[src/rtl/csr_mtrap_unit_if.sv]
// Execute-stage CSR/trap bus between the pipeline and csr_mtrap_unit.
// master: pipeline side driving CSR ops, retire/exception/mret and interrupt lines; slave: the CSR unit.
interface csr_mtrap_unit_if #(
    parameter int unsigned XLEN = 32
);
    logic            csr_en;
    logic            csr_we;
    logic [2:0]      funct3;
    logic [11:0]     addr;
    logic [XLEN-1:0] data_in;
    logic [XLEN-1:0] data_out;
    logic            illegal;
    logic [XLEN-1:0] pc_in;
    logic            retire;
    logic            exc_valid;
    logic [3:0]      exc_cause;
    logic [XLEN-1:0] exc_tval;
    logic            mret;
    logic            irq_soft;
    logic            irq_timer;
    logic            irq_ext;
    logic            trap;
    logic            redirect;
    logic [XLEN-1:0] pc_out;

    modport master (
        output csr_en, csr_we, funct3, addr, data_in, pc_in, retire,
               exc_valid, exc_cause, exc_tval, mret, irq_soft, irq_timer, irq_ext,
        input  data_out, illegal, trap, redirect, pc_out
    );

    modport slave (
        input  csr_en, csr_we, funct3, addr, data_in, pc_in, retire,
               exc_valid, exc_cause, exc_tval, mret, irq_soft, irq_timer, irq_ext,
        output data_out, illegal, trap, redirect, pc_out
    );
endinterface

[src/rtl/csr_mtrap_unit.sv]
// Machine-mode CSR file and trap controller with 64-bit counters and three level interrupts.
// Optional CSR_VECTORED_EN: writable mtvec mode with vectored interrupt targets (default: direct only).
module csr_mtrap_unit #(
    parameter int unsigned XLEN     = 32,
    parameter int unsigned HART_ID  = 0,
    parameter logic [31:0] MISA_VAL = 32'h40000100
) (
    input  logic             clock_i,
    input  logic             reset_i,
    csr_mtrap_unit_if.slave  csr_if
);
    localparam logic [11:0] A_MSTATUS   = 12'h300;
    localparam logic [11:0] A_MISA      = 12'h301;
    localparam logic [11:0] A_MIE       = 12'h304;
    localparam logic [11:0] A_MTVEC     = 12'h305;
    localparam logic [11:0] A_MSCRATCH  = 12'h340;
    localparam logic [11:0] A_MEPC      = 12'h341;
    localparam logic [11:0] A_MCAUSE    = 12'h342;
    localparam logic [11:0] A_MTVAL     = 12'h343;
    localparam logic [11:0] A_MIP       = 12'h344;
    localparam logic [11:0] A_MCYCLE    = 12'hB00;
    localparam logic [11:0] A_MINSTRET  = 12'hB02;
    localparam logic [11:0] A_MCYCLEH   = 12'hB80;
    localparam logic [11:0] A_MINSTRETH = 12'hB82;
    localparam logic [11:0] A_CYCLE     = 12'hC00;
    localparam logic [11:0] A_INSTRET   = 12'hC02;
    localparam logic [11:0] A_CYCLEH    = 12'hC80;
    localparam logic [11:0] A_INSTRETH  = 12'hC82;
    localparam logic [11:0] A_MVENDORID = 12'hF11;
    localparam logic [11:0] A_MARCHID   = 12'hF12;
    localparam logic [11:0] A_MIMPID    = 12'hF13;
    localparam logic [11:0] A_MHARTID   = 12'hF14;

    localparam bit IS_RV32 = (XLEN == 32);
    localparam logic [XLEN-1:0] MISA_RD = (XLEN == 64) ?
        XLEN'({2'b10, 36'd0, MISA_VAL[25:0]}) : XLEN'(MISA_VAL);

    // Interrupt bits are kept packed as {ext, timer, soft} and spread to b11/b7/b3 on read.
    function automatic logic [11:0] irq_vec(input logic [2:0] v);
        return {v[2], 3'b000, v[1], 3'b000, v[0], 3'b000};
    endfunction

    logic            mstatus_mie_q, mstatus_mie_d;
    logic            mstatus_mpie_q, mstatus_mpie_d;
    logic [2:0]      mie_q, mie_d;
    logic [2:0]      mip_q, mip_d;
    logic [XLEN-1:0] mtvec_q, mtvec_d;
    logic [XLEN-1:0] mscratch_q, mscratch_d;
    logic [XLEN-1:0] mepc_q, mepc_d;
    logic [XLEN-1:0] mcause_q, mcause_d;
    logic [XLEN-1:0] mtval_q, mtval_d;
    logic [63:0]     mcycle_q, mcycle_d;
    logic [63:0]     minstret_q, minstret_d;

    logic [XLEN-1:0] rdata_s;
    logic [XLEN-1:0] wdata_s;
    logic [XLEN-1:0] mtvec_wr_s;
    logic [XLEN-1:0] base_s;
    logic [XLEN-1:0] target_s;
    logic [XLEN-1:0] cause_s;
    logic [XLEN-1:0] epc_s;
    logic [63:0]     mcycle_inc_s;
    logic [63:0]     minstret_inc_s;
    logic [2:0]      pend_s;
    logic [3:0]      irq_code_s;
    logic            known_s;
    logic            ro_s;
    logic            illegal_s;
    logic            irq_take_s;
    logic            trap_s;
    logic            mret_ok_s;
    logic            do_write_s;

    // CSR read mux, address decode and read-only classification.
    always_comb begin
        rdata_s = '0;
        known_s = 1'b1;
        ro_s    = 1'b0;
        case (csr_if.addr)
            A_MSTATUS:  rdata_s = XLEN'({2'b11, 3'b000, mstatus_mpie_q, 3'b000, mstatus_mie_q, 3'b000});
            A_MISA:     begin rdata_s = MISA_RD; ro_s = 1'b1; end
            A_MIE:      rdata_s = XLEN'(irq_vec(mie_q));
            A_MIP:      begin rdata_s = XLEN'(irq_vec(mip_q)); ro_s = 1'b1; end
            A_MTVEC:    rdata_s = mtvec_q;
            A_MSCRATCH: rdata_s = mscratch_q;
            A_MEPC:     rdata_s = mepc_q;
            A_MCAUSE:   rdata_s = mcause_q;
            A_MTVAL:    rdata_s = mtval_q;
            A_MCYCLE, A_CYCLE:     rdata_s = XLEN'(mcycle_q);
            A_MINSTRET, A_INSTRET: rdata_s = XLEN'(minstret_q);
            A_MCYCLEH, A_CYCLEH: begin
                if (IS_RV32) rdata_s = XLEN'(mcycle_q[63:32]);
                else         known_s = 1'b0;
            end
            A_MINSTRETH, A_INSTRETH: begin
                if (IS_RV32) rdata_s = XLEN'(minstret_q[63:32]);
                else         known_s = 1'b0;
            end
            A_MVENDORID, A_MARCHID, A_MIMPID: rdata_s = '0;
            A_MHARTID:  rdata_s = XLEN'(HART_ID);
            default:    known_s = 1'b0;
        endcase
        // The 0xCxx/0xFxx address quadrant is read-only by encoding.
        if (csr_if.addr[11:10] == 2'b11) ro_s = 1'b1;
        else                             ro_s = ro_s;
    end

    // Read-modify-write value and the legal forms of an mtvec write.
    always_comb begin
        case (csr_if.funct3[1:0])
            2'b01:   wdata_s = csr_if.data_in;
            2'b10:   wdata_s = rdata_s | csr_if.data_in;
            2'b11:   wdata_s = rdata_s & ~csr_if.data_in;
            default: wdata_s = rdata_s;
        endcase
`ifdef CSR_VECTORED_EN
        mtvec_wr_s = {wdata_s[XLEN-1:2], (wdata_s[1:0] == 2'b01) ? 2'b01 : 2'b00};
`else
        mtvec_wr_s = {wdata_s[XLEN-1:2], 2'b00};
`endif
    end

    // Trap arbitration: exception over interrupt over mret over CSR write.
    always_comb begin
        pend_s     = mip_q & mie_q & {3{mstatus_mie_q}};
        irq_take_s = csr_if.retire & ~csr_if.exc_valid & (|pend_s);
        trap_s     = csr_if.exc_valid | irq_take_s;
        mret_ok_s  = csr_if.mret & ~trap_s;
        illegal_s  = csr_if.csr_en & (~known_s | (csr_if.csr_we & ro_s));
        do_write_s = csr_if.csr_en & csr_if.csr_we & ~illegal_s & ~trap_s & ~mret_ok_s;
        if (pend_s[2])      irq_code_s = 4'd11;
        else if (pend_s[0]) irq_code_s = 4'd3;
        else                irq_code_s = 4'd7;
        cause_s = '0;
        if (csr_if.exc_valid) begin
            cause_s = XLEN'(csr_if.exc_cause);
            epc_s   = csr_if.pc_in;
        end else begin
            cause_s         = XLEN'(irq_code_s);
            cause_s[XLEN-1] = 1'b1;
            epc_s           = csr_if.pc_in + {{(XLEN-3){1'b0}}, 3'b100};
        end
        base_s = {mtvec_q[XLEN-1:2], 2'b00};
`ifdef CSR_VECTORED_EN
        if (irq_take_s && (mtvec_q[1:0] == 2'b01)) target_s = base_s + XLEN'({irq_code_s, 2'b00});
        else                                       target_s = base_s;
`else
        target_s = base_s;
`endif
    end

    // Next-state for all architectural state; counter writes override that cycle's increment.
    always_comb begin
        mstatus_mie_d  = mstatus_mie_q;
        mstatus_mpie_d = mstatus_mpie_q;
        mie_d          = mie_q;
        mip_d          = {csr_if.irq_ext, csr_if.irq_timer, csr_if.irq_soft};
        mtvec_d        = mtvec_q;
        mscratch_d     = mscratch_q;
        mepc_d         = mepc_q;
        mcause_d       = mcause_q;
        mtval_d        = mtval_q;
        mcycle_inc_s   = mcycle_q + 64'd1;
        minstret_inc_s = minstret_q + {63'd0, csr_if.retire & ~trap_s};
        mcycle_d       = mcycle_inc_s;
        minstret_d     = minstret_inc_s;
        if (trap_s) begin
            mepc_d         = {epc_s[XLEN-1:2], 2'b00};
            mcause_d       = cause_s;
            mtval_d        = csr_if.exc_valid ? csr_if.exc_tval : '0;
            mstatus_mpie_d = mstatus_mie_q;
            mstatus_mie_d  = 1'b0;
        end else if (mret_ok_s) begin
            mstatus_mie_d  = mstatus_mpie_q;
            mstatus_mpie_d = 1'b1;
        end else if (do_write_s) begin
            case (csr_if.addr)
                A_MSTATUS: begin
                    mstatus_mie_d  = wdata_s[3];
                    mstatus_mpie_d = wdata_s[7];
                end
                A_MIE:      mie_d      = {wdata_s[11], wdata_s[7], wdata_s[3]};
                A_MTVEC:    mtvec_d    = mtvec_wr_s;
                A_MSCRATCH: mscratch_d = wdata_s;
                A_MEPC:     mepc_d     = {wdata_s[XLEN-1:2], 2'b00};
                A_MCAUSE:   mcause_d   = wdata_s;
                A_MTVAL:    mtval_d    = wdata_s;
                A_MCYCLE: begin
                    if (IS_RV32) mcycle_d = {mcycle_inc_s[63:32], wdata_s[31:0]};
                    else         mcycle_d = 64'(wdata_s);
                end
                A_MINSTRET: begin
                    if (IS_RV32) minstret_d = {minstret_inc_s[63:32], wdata_s[31:0]};
                    else         minstret_d = 64'(wdata_s);
                end
                A_MCYCLEH: begin
                    if (IS_RV32) mcycle_d = {wdata_s[31:0], mcycle_inc_s[31:0]};
                    else         mcycle_d = mcycle_inc_s;
                end
                A_MINSTRETH: begin
                    if (IS_RV32) minstret_d = {wdata_s[31:0], minstret_inc_s[31:0]};
                    else         minstret_d = minstret_inc_s;
                end
                default:    mscratch_d = mscratch_q;
            endcase
        end else begin
            mscratch_d = mscratch_q;
        end
    end

    // State registers with synchronous reset.
    always_ff @(posedge clock_i) begin
        if (reset_i) begin
            mstatus_mie_q  <= 1'b0;
            mstatus_mpie_q <= 1'b0;
            mie_q          <= 3'b000;
            mip_q          <= 3'b000;
            mtvec_q        <= '0;
            mscratch_q     <= '0;
            mepc_q         <= '0;
            mcause_q       <= '0;
            mtval_q        <= '0;
            mcycle_q       <= 64'd0;
            minstret_q     <= 64'd0;
        end else begin
            mstatus_mie_q  <= mstatus_mie_d;
            mstatus_mpie_q <= mstatus_mpie_d;
            mie_q          <= mie_d;
            mip_q          <= mip_d;
            mtvec_q        <= mtvec_d;
            mscratch_q     <= mscratch_d;
            mepc_q         <= mepc_d;
            mcause_q       <= mcause_d;
            mtval_q        <= mtval_d;
            mcycle_q       <= mcycle_d;
            minstret_q     <= minstret_d;
        end
    end

    assign csr_if.data_out = rdata_s;
    assign csr_if.illegal  = illegal_s;
    assign csr_if.trap     = trap_s;
    assign csr_if.redirect = trap_s | mret_ok_s;
    assign csr_if.pc_out   = trap_s ? target_s : mepc_q;
endmodule
[src/flat_wrapper.sv]
// flat-port wrapper written by rule: the top's interface ports become plain ports
module csr_mtrap_unit_flat 
#(
    parameter int unsigned XLEN     = 32,
    parameter int unsigned HART_ID  = 0,
    parameter logic [31:0] MISA_VAL = 32'h40000100
)
  (clock_i, reset_i, csr_if_csr_en, csr_if_csr_we, csr_if_funct3, csr_if_addr, csr_if_data_in, csr_if_pc_in, csr_if_retire, csr_if_exc_valid, csr_if_exc_cause, csr_if_exc_tval, csr_if_mret, csr_if_irq_soft, csr_if_irq_timer, csr_if_irq_ext, csr_if_data_out, csr_if_illegal, csr_if_trap, csr_if_redirect, csr_if_pc_out);
  csr_mtrap_unit_if #(.XLEN(XLEN)) csr_if_i ();
  input  logic clock_i;
  input  logic reset_i;
  input wire logic [$bits(csr_if_i.csr_en)-1:0] csr_if_csr_en;
  input wire logic [$bits(csr_if_i.csr_we)-1:0] csr_if_csr_we;
  input wire logic [$bits(csr_if_i.funct3)-1:0] csr_if_funct3;
  input wire logic [$bits(csr_if_i.addr)-1:0] csr_if_addr;
  input wire logic [$bits(csr_if_i.data_in)-1:0] csr_if_data_in;
  input wire logic [$bits(csr_if_i.pc_in)-1:0] csr_if_pc_in;
  input wire logic [$bits(csr_if_i.retire)-1:0] csr_if_retire;
  input wire logic [$bits(csr_if_i.exc_valid)-1:0] csr_if_exc_valid;
  input wire logic [$bits(csr_if_i.exc_cause)-1:0] csr_if_exc_cause;
  input wire logic [$bits(csr_if_i.exc_tval)-1:0] csr_if_exc_tval;
  input wire logic [$bits(csr_if_i.mret)-1:0] csr_if_mret;
  input wire logic [$bits(csr_if_i.irq_soft)-1:0] csr_if_irq_soft;
  input wire logic [$bits(csr_if_i.irq_timer)-1:0] csr_if_irq_timer;
  input wire logic [$bits(csr_if_i.irq_ext)-1:0] csr_if_irq_ext;
  output wire logic [$bits(csr_if_i.data_out)-1:0] csr_if_data_out;
  output wire logic [$bits(csr_if_i.illegal)-1:0] csr_if_illegal;
  output wire logic [$bits(csr_if_i.trap)-1:0] csr_if_trap;
  output wire logic [$bits(csr_if_i.redirect)-1:0] csr_if_redirect;
  output wire logic [$bits(csr_if_i.pc_out)-1:0] csr_if_pc_out;
  assign csr_if_i.csr_en = csr_if_csr_en;
  assign csr_if_i.csr_we = csr_if_csr_we;
  assign csr_if_i.funct3 = csr_if_funct3;
  assign csr_if_i.addr = csr_if_addr;
  assign csr_if_i.data_in = csr_if_data_in;
  assign csr_if_i.pc_in = csr_if_pc_in;
  assign csr_if_i.retire = csr_if_retire;
  assign csr_if_i.exc_valid = csr_if_exc_valid;
  assign csr_if_i.exc_cause = csr_if_exc_cause;
  assign csr_if_i.exc_tval = csr_if_exc_tval;
  assign csr_if_i.mret = csr_if_mret;
  assign csr_if_i.irq_soft = csr_if_irq_soft;
  assign csr_if_i.irq_timer = csr_if_irq_timer;
  assign csr_if_i.irq_ext = csr_if_irq_ext;
  assign csr_if_data_out = csr_if_i.data_out;
  assign csr_if_illegal = csr_if_i.illegal;
  assign csr_if_trap = csr_if_i.trap;
  assign csr_if_redirect = csr_if_i.redirect;
  assign csr_if_pc_out = csr_if_i.pc_out;
  csr_mtrap_unit #(.XLEN(XLEN), .HART_ID(HART_ID), .MISA_VAL(MISA_VAL)) u_core (.clock_i(clock_i), .reset_i(reset_i), .csr_if(csr_if_i));
endmodule
[config.mk]
export PLATFORM = sky130hd
export DESIGN_NAME = csr_mtrap_unit_flat
export DESIGN_NICKNAME = d
export VERILOG_FILES = /design/src/rtl/csr_mtrap_unit_if.sv /design/src/rtl/csr_mtrap_unit.sv /design/src/flat_wrapper.sv
export SDC_FILE = /design/constraint.sdc
export NUM_CORES = 1
export LEC_CHECK = 0
export ABC_AREA = 1
export ABC_CLOCK_PERIOD_IN_PS = 8050
export BUFFER_PORTS_ARGS = -buffer_cell sky130_fd_sc_hd__buf_2
export CAP_MARGIN = 20
export CORE_MARGIN = 2
export CORE_UTILIZATION = 48
export CTS_CLUSTER_DIAMETER = 200
export DETAILED_ROUTE_END_ITERATION = 6
export PLACE_DENSITY_LB_ADDON = 0.25
export SLEW_MARGIN = 30
export SYNTH_ARGS = -nofsm -noshare
export SYNTH_HDL_FRONTEND = slang
export SYNTH_SLANG_ARGS = --single-unit
[constraint.sdc]
create_clock -name clock_i -period 8.05 [get_ports clock_i]
set_clock_uncertainty 0.1 [all_clocks]
set_input_delay 0.805 -clock clock_i [delete_from_list [all_inputs] [get_ports clock_i]]
set_output_delay 0.805 -clock clock_i [all_outputs]
set_load 0.02 [all_outputs]
==> results of run 1 <==
[worst max path at each step]
stage	start	endpoint	slack (ps)	cells after the start
floorplan	csr_if_exc_valid	u_core.minstret_q[58]$_SDFF_PP0_	4270	18
global placement	csr_if_exc_valid	u_core.minstret_q[58]$_SDFF_PP0_	2980	16
detailed placement	csr_if_exc_valid	u_core.minstret_q[58]$_SDFF_PP0_	3000	16
CTS	csr_if_addr[3]	csr_if_data_out[11]	3390	11
global route	u_core.mstatus_mie_q$_SDFFE_PP0P_	u_core.minstret_q[58]$_SDFF_PP0_	3020	18
finish	csr_if_addr[3]	csr_if_data_out[11]	3150	11
[logic make-up after synthesis]
group           synth area share
xor+xnor                  0.0359
other cells             0.000188
fa+ha+maj                0.00250
flops                      0.293
buf+inv                   0.0892
compound gates             0.130
simple gates               0.449
[cells in the mapped netlist, types with 3 or more instances]
library cell,count,area [um2]
xor2_1,61,534
buf_2,68,340
nand2_1,1037,3890
nand3_1,426,2130
clkbuf_1,72,270
and3_1,3,18.8
xnor2_1,21,184
o21a_1,19,143
dfxtp_1,292,5850
a2111oi_0,3,26.3
nor3b_1,3,22.5
nor2_1,408,1530
ha_1,4,50.1
nand2_2,8,50.1
nor4_1,22,138
nor2_4,5,56.3
nor3_1,70,350
o21ai_1,9,45.0
nand3b_1,10,75.1
buf_4,5,37.5
buf_1,18,67.6
inv_1,276,1040
a21oi_1,245,1230
or2_2,18,113
o21ai_0,202,1010
nor2_2,7,43.8
inv_2,5,18.8
nand4_1,64,400
[routing by layer]
layer	GRT usage	wire length (um)	part of all wire
met1	0.563	37000	0.39
met5	0	13	0.00014
met3	0.112	12100	0.13
met2	0.631	39900	0.42
met4	0.232	6020	0.063
[flip-flops by register name, summed over array words and instances (netlist names)]
register	cells
u_core.mstatus_mie_q	1
u_core.mip_q	3
u_core.mscratch_q	32
u_core.mepc_q	30
u_core.mtvec_q	30
u_core.mie_q	3
u_core.mcause_q	32
u_core.mstatus_mpie_q	1
u_core.mtval_q	32
u_core.minstret_q	64
u_core.mcycle_q	64
[tightest hold or removal path: stages]
cell and delay, ps:
buf_2 80, inv_1 30, nor2_1 70
[layout make-up]
type / instances / area [um2] / share of cell area
clock buffer: 52 / 1030 / 0.0460
clock inverter: 13 / 180 / 0.00803
inverter: 283 / 1070 / 0.0476
multi-input combinational: 2675 / 12500 / 0.555
sequential: 292 / 5850 / 0.261
tap: 532 / 666 / 0.0297
timing repair buffer: 219 / 1190 / 0.0530
[through the flow]
| stage | util | area, um2 | hold slack (ps) |
|---|---|---|---|
| floorplan | - | 20000 | 357 |
| global placement | 0.517 | 21200 | 369 |
| detailed placement | 0.518 | 21200 | 373 |
| CTS | 0.548 | 22400 | 340 |
| global route | 0.548 | 22400 | 353 |
| finish | 0.548 | 22400 | 344 |
[report_power, final]
part           switching [W]  internal (W)  total, W
clock               0.000716      0.000996   0.00171
combinational       0.000259     0.0000884  0.000347
sequential         0.0000151       0.00147   0.00148
==> metrics.csv, run 1 <==
metric;value;unit
status;completed;
GP Congestion;1.05;
RR Startpoint;u_core.mstatus_mie_q$_SDFFE_PP0P_;
worst vdd ir;0.133;mV
Crit path buffers/inverters;3;
CP top delay family;simple AND/OR/NAND/NOR gates;
crit end category;output port;
number of remaining DRC errors;0;
asr flop ratio synth;0;
Area Growth Syn to Fin;12.3;%
Max Freq;204;MHz
Die Wd;208;um
period utilization;0.609;
core area;40900;um2
worst r2r path cells;17;
Hold Path Class;input port to register;
# hold bufs at CTS;0;
hold_sp;csr_if_irq_ext;
CTS max path bufs;3;
max cap viols;0;
Largest stage delay, worst path;780;ps
commonest non-fill, non-tap cell in the layout;nand2_1;
Via Count;24400;
pin count of the biggest net entering global routing;95;
GRT Overall Usage;0.426;
chip height;208;um
Vias/cell;6.00;
final WL;95100;um
minimum setup slack among reg-to-reg paths;3160;ps
post-CTS sizing;0;
Post-synth EDFFs;0;
kind of critical path;input port to output port;
detailed placement HPWL;70200;um
final setup margin;3150;ps
Leak;9.45;nW
Final Non-Filler Cells;4066;
pre-CTS setup slack;3000;ps
Initial Util;0.488;
commonest cells after routing, fill and taps aside;nand2_1, nand3_1, nor2_1, dfxtp_1, inv_1;
Power, Total;0.00354;W
row count;74;
root buffer cell;clkbuf_16;
CP required;7140;ps
CP most frequent cell;nand2_1;
RR Endpoint;u_core.minstret_q[58]$_SDFF_PP0_;
Yosys warning total;0;
Post-CTS Repair Setup Buffers;0;
vias in the first global route;21800;
Syn Std Cell Area;20000;um2
Syn Inst Count;3413;
htree depth;2;
Port Buffer Count;186;
DRT Pass-1 Iters;6;
clock buffer count from CTS;36;
final setup fails;0;
I/O Pins;192;
Slew Limit Fails;0;
RSZ-0062 raised after global routing;no;
grt ovf;0;
Initial DRC Count;3921;
Synth Register Bits;292;
Max-slew headroom;0.205;
CP max stage cell;inv_1;
Reg clk slew, reported paths;60;ps
WHS Endpoint;u_core.mip_q[2]$_SDFF_PP0_;
ordered list of cells on the worst path;buf_2, nor2_4, nand2_1, nor2_4, nand2_2, inv_1, nand2_1, nand2_1, nor2_1, nand3_1, buf_2;
fillcell total;4385;
setup TNS;0;ps
die area;43300;um2
CTS sink count;292;
fin crit period;4900;ps
crit-path max FO;17;
Placed Instances;4001;
Hold Crit Depth;3;
slew of the pin with the lowest slew margin;1180;ps
post-synthesis average cell area;5.85;um2
initial antenna violation count;2;
sequential area share after synthesis;0.293;
Startpoint Class;input port;
Main synth FF type;dfxtp_1;
worst path arrival time;4000;ps
fraction of layout cells with a size suffix above 1;0.0982;
Routed Antenna Nets;0;
# diodes;0;
layout net count;3636;
Fin. Hold Viols;0;
Pwr Density;158;nW/um2
CTS tree;done;
Synth cell types;51;
routed len/inst;23.4;um
first-pass GRT wire length;140000;um
clock latency on the worst-skew pair;580;ps
(Power assumes the default switching activity.)
==> run 2: changes to the inputs <==
--- a/config.mk
+++ b/config.mk
@@ -5,8 +5,8 @@
 export SDC_FILE = /design/constraint.sdc
 export NUM_CORES = 1
 export LEC_CHECK = 0
-export ABC_AREA = 1
-export ABC_CLOCK_PERIOD_IN_PS = 8050
+export ABC_AREA = 0
+export ABC_CLOCK_PERIOD_IN_PS = 4200
 export BUFFER_PORTS_ARGS = -buffer_cell sky130_fd_sc_hd__buf_2
 export CAP_MARGIN = 20
 export CORE_MARGIN = 2
==> constraint.sdc (replaced) <==
create_clock -name clock_i -period 4.2 [get_ports clock_i]
set_clock_uncertainty 0.1 [all_clocks]
set_input_delay 0.42 -clock clock_i [delete_from_list [all_inputs] [get_ports clock_i]]
set_output_delay 0.42 -clock clock_i [all_outputs]
set_load 0.02 [all_outputs]
==> metrics.csv, run 2 <==
metric;value;unit
grt ovf;0;
asr flop ratio synth;0;
top post-synthesis cells by area;dfxtp_1, nand2_1, xnor2_1;
Power, Total;0.00665;W
CTS max path bufs;3;
setup TNS;0;ps
final setup fails;0;
die area;37400;um2
Hold Path Class;input port to register;
slew of the pin with the lowest slew margin;1120;ps
RR Endpoint;u_core.minstret_q[16]$_SDFF_PP0_;
Regs by FF count;u_core.mcycle_q x64, u_core.minstret_q x64;
fin crit period;3620;ps
Pwr Density;325;nW/um2
Syn Inst Count;2050;
most common cell in the netlist;dfxtp_1;
Area Growth Syn to Fin;19.0;%
I/O Pins;192;
area leader, netlist;dfxtp_1;
ordered list of cells on the worst path;buf_2, or4_1, nor2_1, buf_4, a31oi_1, o21ai_0, or2_2, buf_2;
Die Wd;193;um
RSZ-0062 raised after global routing;no;
Post-synth EDFFs;0;
Via Count;18900;
CTS tree;done;
crit end category;output port;
vias in the first global route;17500;
Port Buffer Count;186;
Main synth FF type;dfxtp_1;
GRT Overall Usage;0.396;
root buffer cell;clkbuf_16;
Synth top area share;0.339;
CP most frequent cell;buf_2;
Vias/cell;6.82;
chip height;193;um
worst setup path endpoint;csr_if_data_out[12];
Post-CTS Repair Setup Buffers;0;
clock latency on the worst-skew pair;530;ps
crit-path max FO;18;
CP required;3680;ps
Startpoint Class;input port;
# hold bufs at CTS;0;
failing checks;design-rule violations;
Fin Hold WS;7.68;ps
post-CTS sizing;0;
minimum setup slack among reg-to-reg paths;730;ps
# diodes;0;
routed len/inst;28.0;um
sequential area share after synthesis;0.339;
fraction of layout cells with a size suffix above 1;0.215;
clock buffer count from CTS;36;
first-pass GRT wire length;113000;um
number of remaining DRC errors;3;
Largest stage delay, worst path;840;ps
Synth Register Bits;292;
Fin. Hold Viols;0;
Initial DRC Count;2447;
max cap viols;0;
Crit. Startpoint;csr_if_addr[0];
Slew Limit Fails;0;
Max-slew headroom;0.243;
fillcell total;3281;
Leak;7.78;nW
final WL;77400;um
worst vdd ir;0.241;mV
htree depth;2;
kind of critical path;input port to output port;
RR Startpoint;u_core.mie_q[2]$_SDFFE_PP0P_;
period utilization;0.863;
CTS sink count;292;
worst r2r path cells;11;
post-synthesis average cell area;8.40;um2
pin count of the biggest net entering global routing;55;
row count;69;
detailed placement HPWL;58200;um
Max Freq;276;MHz
Yosys warning total;0;
Reg clk slew, reported paths;60;ps
CP max stage cell;or4_1;
layout net count;2406;
Initial Util;0.485;
Routed Antenna Nets;0;
commonest cells after routing, fill and taps aside;dfxtp_1, nand2_1, buf_2, buf_4, nor2_1;
pre-CTS setup slack;492;ps
commonest non-fill, non-tap cell in the layout;dfxtp_1;
top post-synthesis cells by count;dfxtp_1, nand2_1, nor2_1, o22ai_1, xnor2_1;
Synth cell types;102;
status;finished, violations left;
Syn Std Cell Area;17200;um2
DRT Pass-1 Iters;7;
core area;35500;um2
worst path arrival time;3100;ps
final setup margin;577;ps
GP Congestion;1.01;
initial antenna violation count;0;
[run 2: cell types whose count changed in the layout (fill, tap and decap cells not counted), moves of 140 or more]
cell	before	now
a21oi_1	245	62
inv_1	274	54
nand2_1	1035	228
nand3_1	426	64
nor2_1	402	134
o21ai_0	202	62
[run 2: worst min-delay path by stage]
stage	start	end	slack [ps]	cells past startpoint
after floorplan	u_core.mcause_q[4]$_SDFFE_PP0P_	u_core.mcause_q[4]$_SDFFE_PP0P_	320	2
after global placement	u_core.mcause_q[4]$_SDFFE_PP0P_	u_core.mcause_q[4]$_SDFFE_PP0P_	330	2
after detailed placement	u_core.mcause_q[29]$_SDFFE_PP0P_	u_core.mcause_q[29]$_SDFFE_PP0P_	340	2
after CTS	csr_if_irq_ext	u_core.mip_q[2]$_SDFF_PP0_	10	2
after global routing	csr_if_irq_timer	u_core.mip_q[1]$_SDFF_PP0_	30	2
final	csr_if_irq_ext	u_core.mip_q[2]$_SDFF_PP0_	8	2
[run 2: stage by stage]
stage | utilization | std cells | area (um2)
4_1_cts | 0.577 | 2763 | 20500
3_5_place_dp | 0.546 | 2699 | 19400
2_1_floorplan | - | 2051 | 17200
5_1_grt | 0.577 | 2764 | 20500
3_3_place_gp | 0.545 | 2697 | 19300
6_report | 0.577 | 2764 | 20500
[run 2: report_power, final]
part           switching (W)  internal, W  total [W]
clock network        0.00129      0.00171    0.00300
registers          0.0000403      0.00282    0.00286
logic               0.000537     0.000265   0.000802
total                0.00187      0.00479    0.00665
[run 2: logic make-up (layout without fill, tap and decap cells)]
kind of cell	after synthesis	after routing	synth area share
adder cells (fa/ha/maj)	4	4	0.00291
buffers and inverters	209	461	0.0555
AND/OR/NAND/NOR	709	709	0.213
other	1	2	0.000218
flip-flops	292	292	0.339
multiplexers	71	71	0.0458
XOR/XNOR	157	157	0.0799
AO/OA/AOI/OAI	607	607	0.263
[run 2: layout make-up]
cell class | instances | area, um2 | area share
well taps | 461 | 577 | 0.0282
inverters | 56 | 210 | 0.0103
multi-input cells | 1550 | 10500 | 0.513
repair buffers | 341 | 2230 | 0.109
clock inverters | 11 | 95.1 | 0.00464
flip-flops and latches | 292 | 5850 | 0.285
clock buffers | 53 | 1020 | 0.0500
[run 2: critical path, delay by kind of cell]
kind | cells | cell delay, ps
AO/OA/AOI/OAI | 2 | 670
AND/OR/NAND/NOR | 3 | 1380
buffers and inverters | 3 | 610
[run 2: layer usage]
metal | global-route usage | up-vias | part of all wire
met3 | 0.0853 | 252 | 0.12
met5 | 0 | - | 0
met1 | 0.541 | 9085 | 0.40
met2 | 0.586 | 1337 | 0.42
li1 | - | 8182 | -
met4 | 0.208 | 0 | 0.060
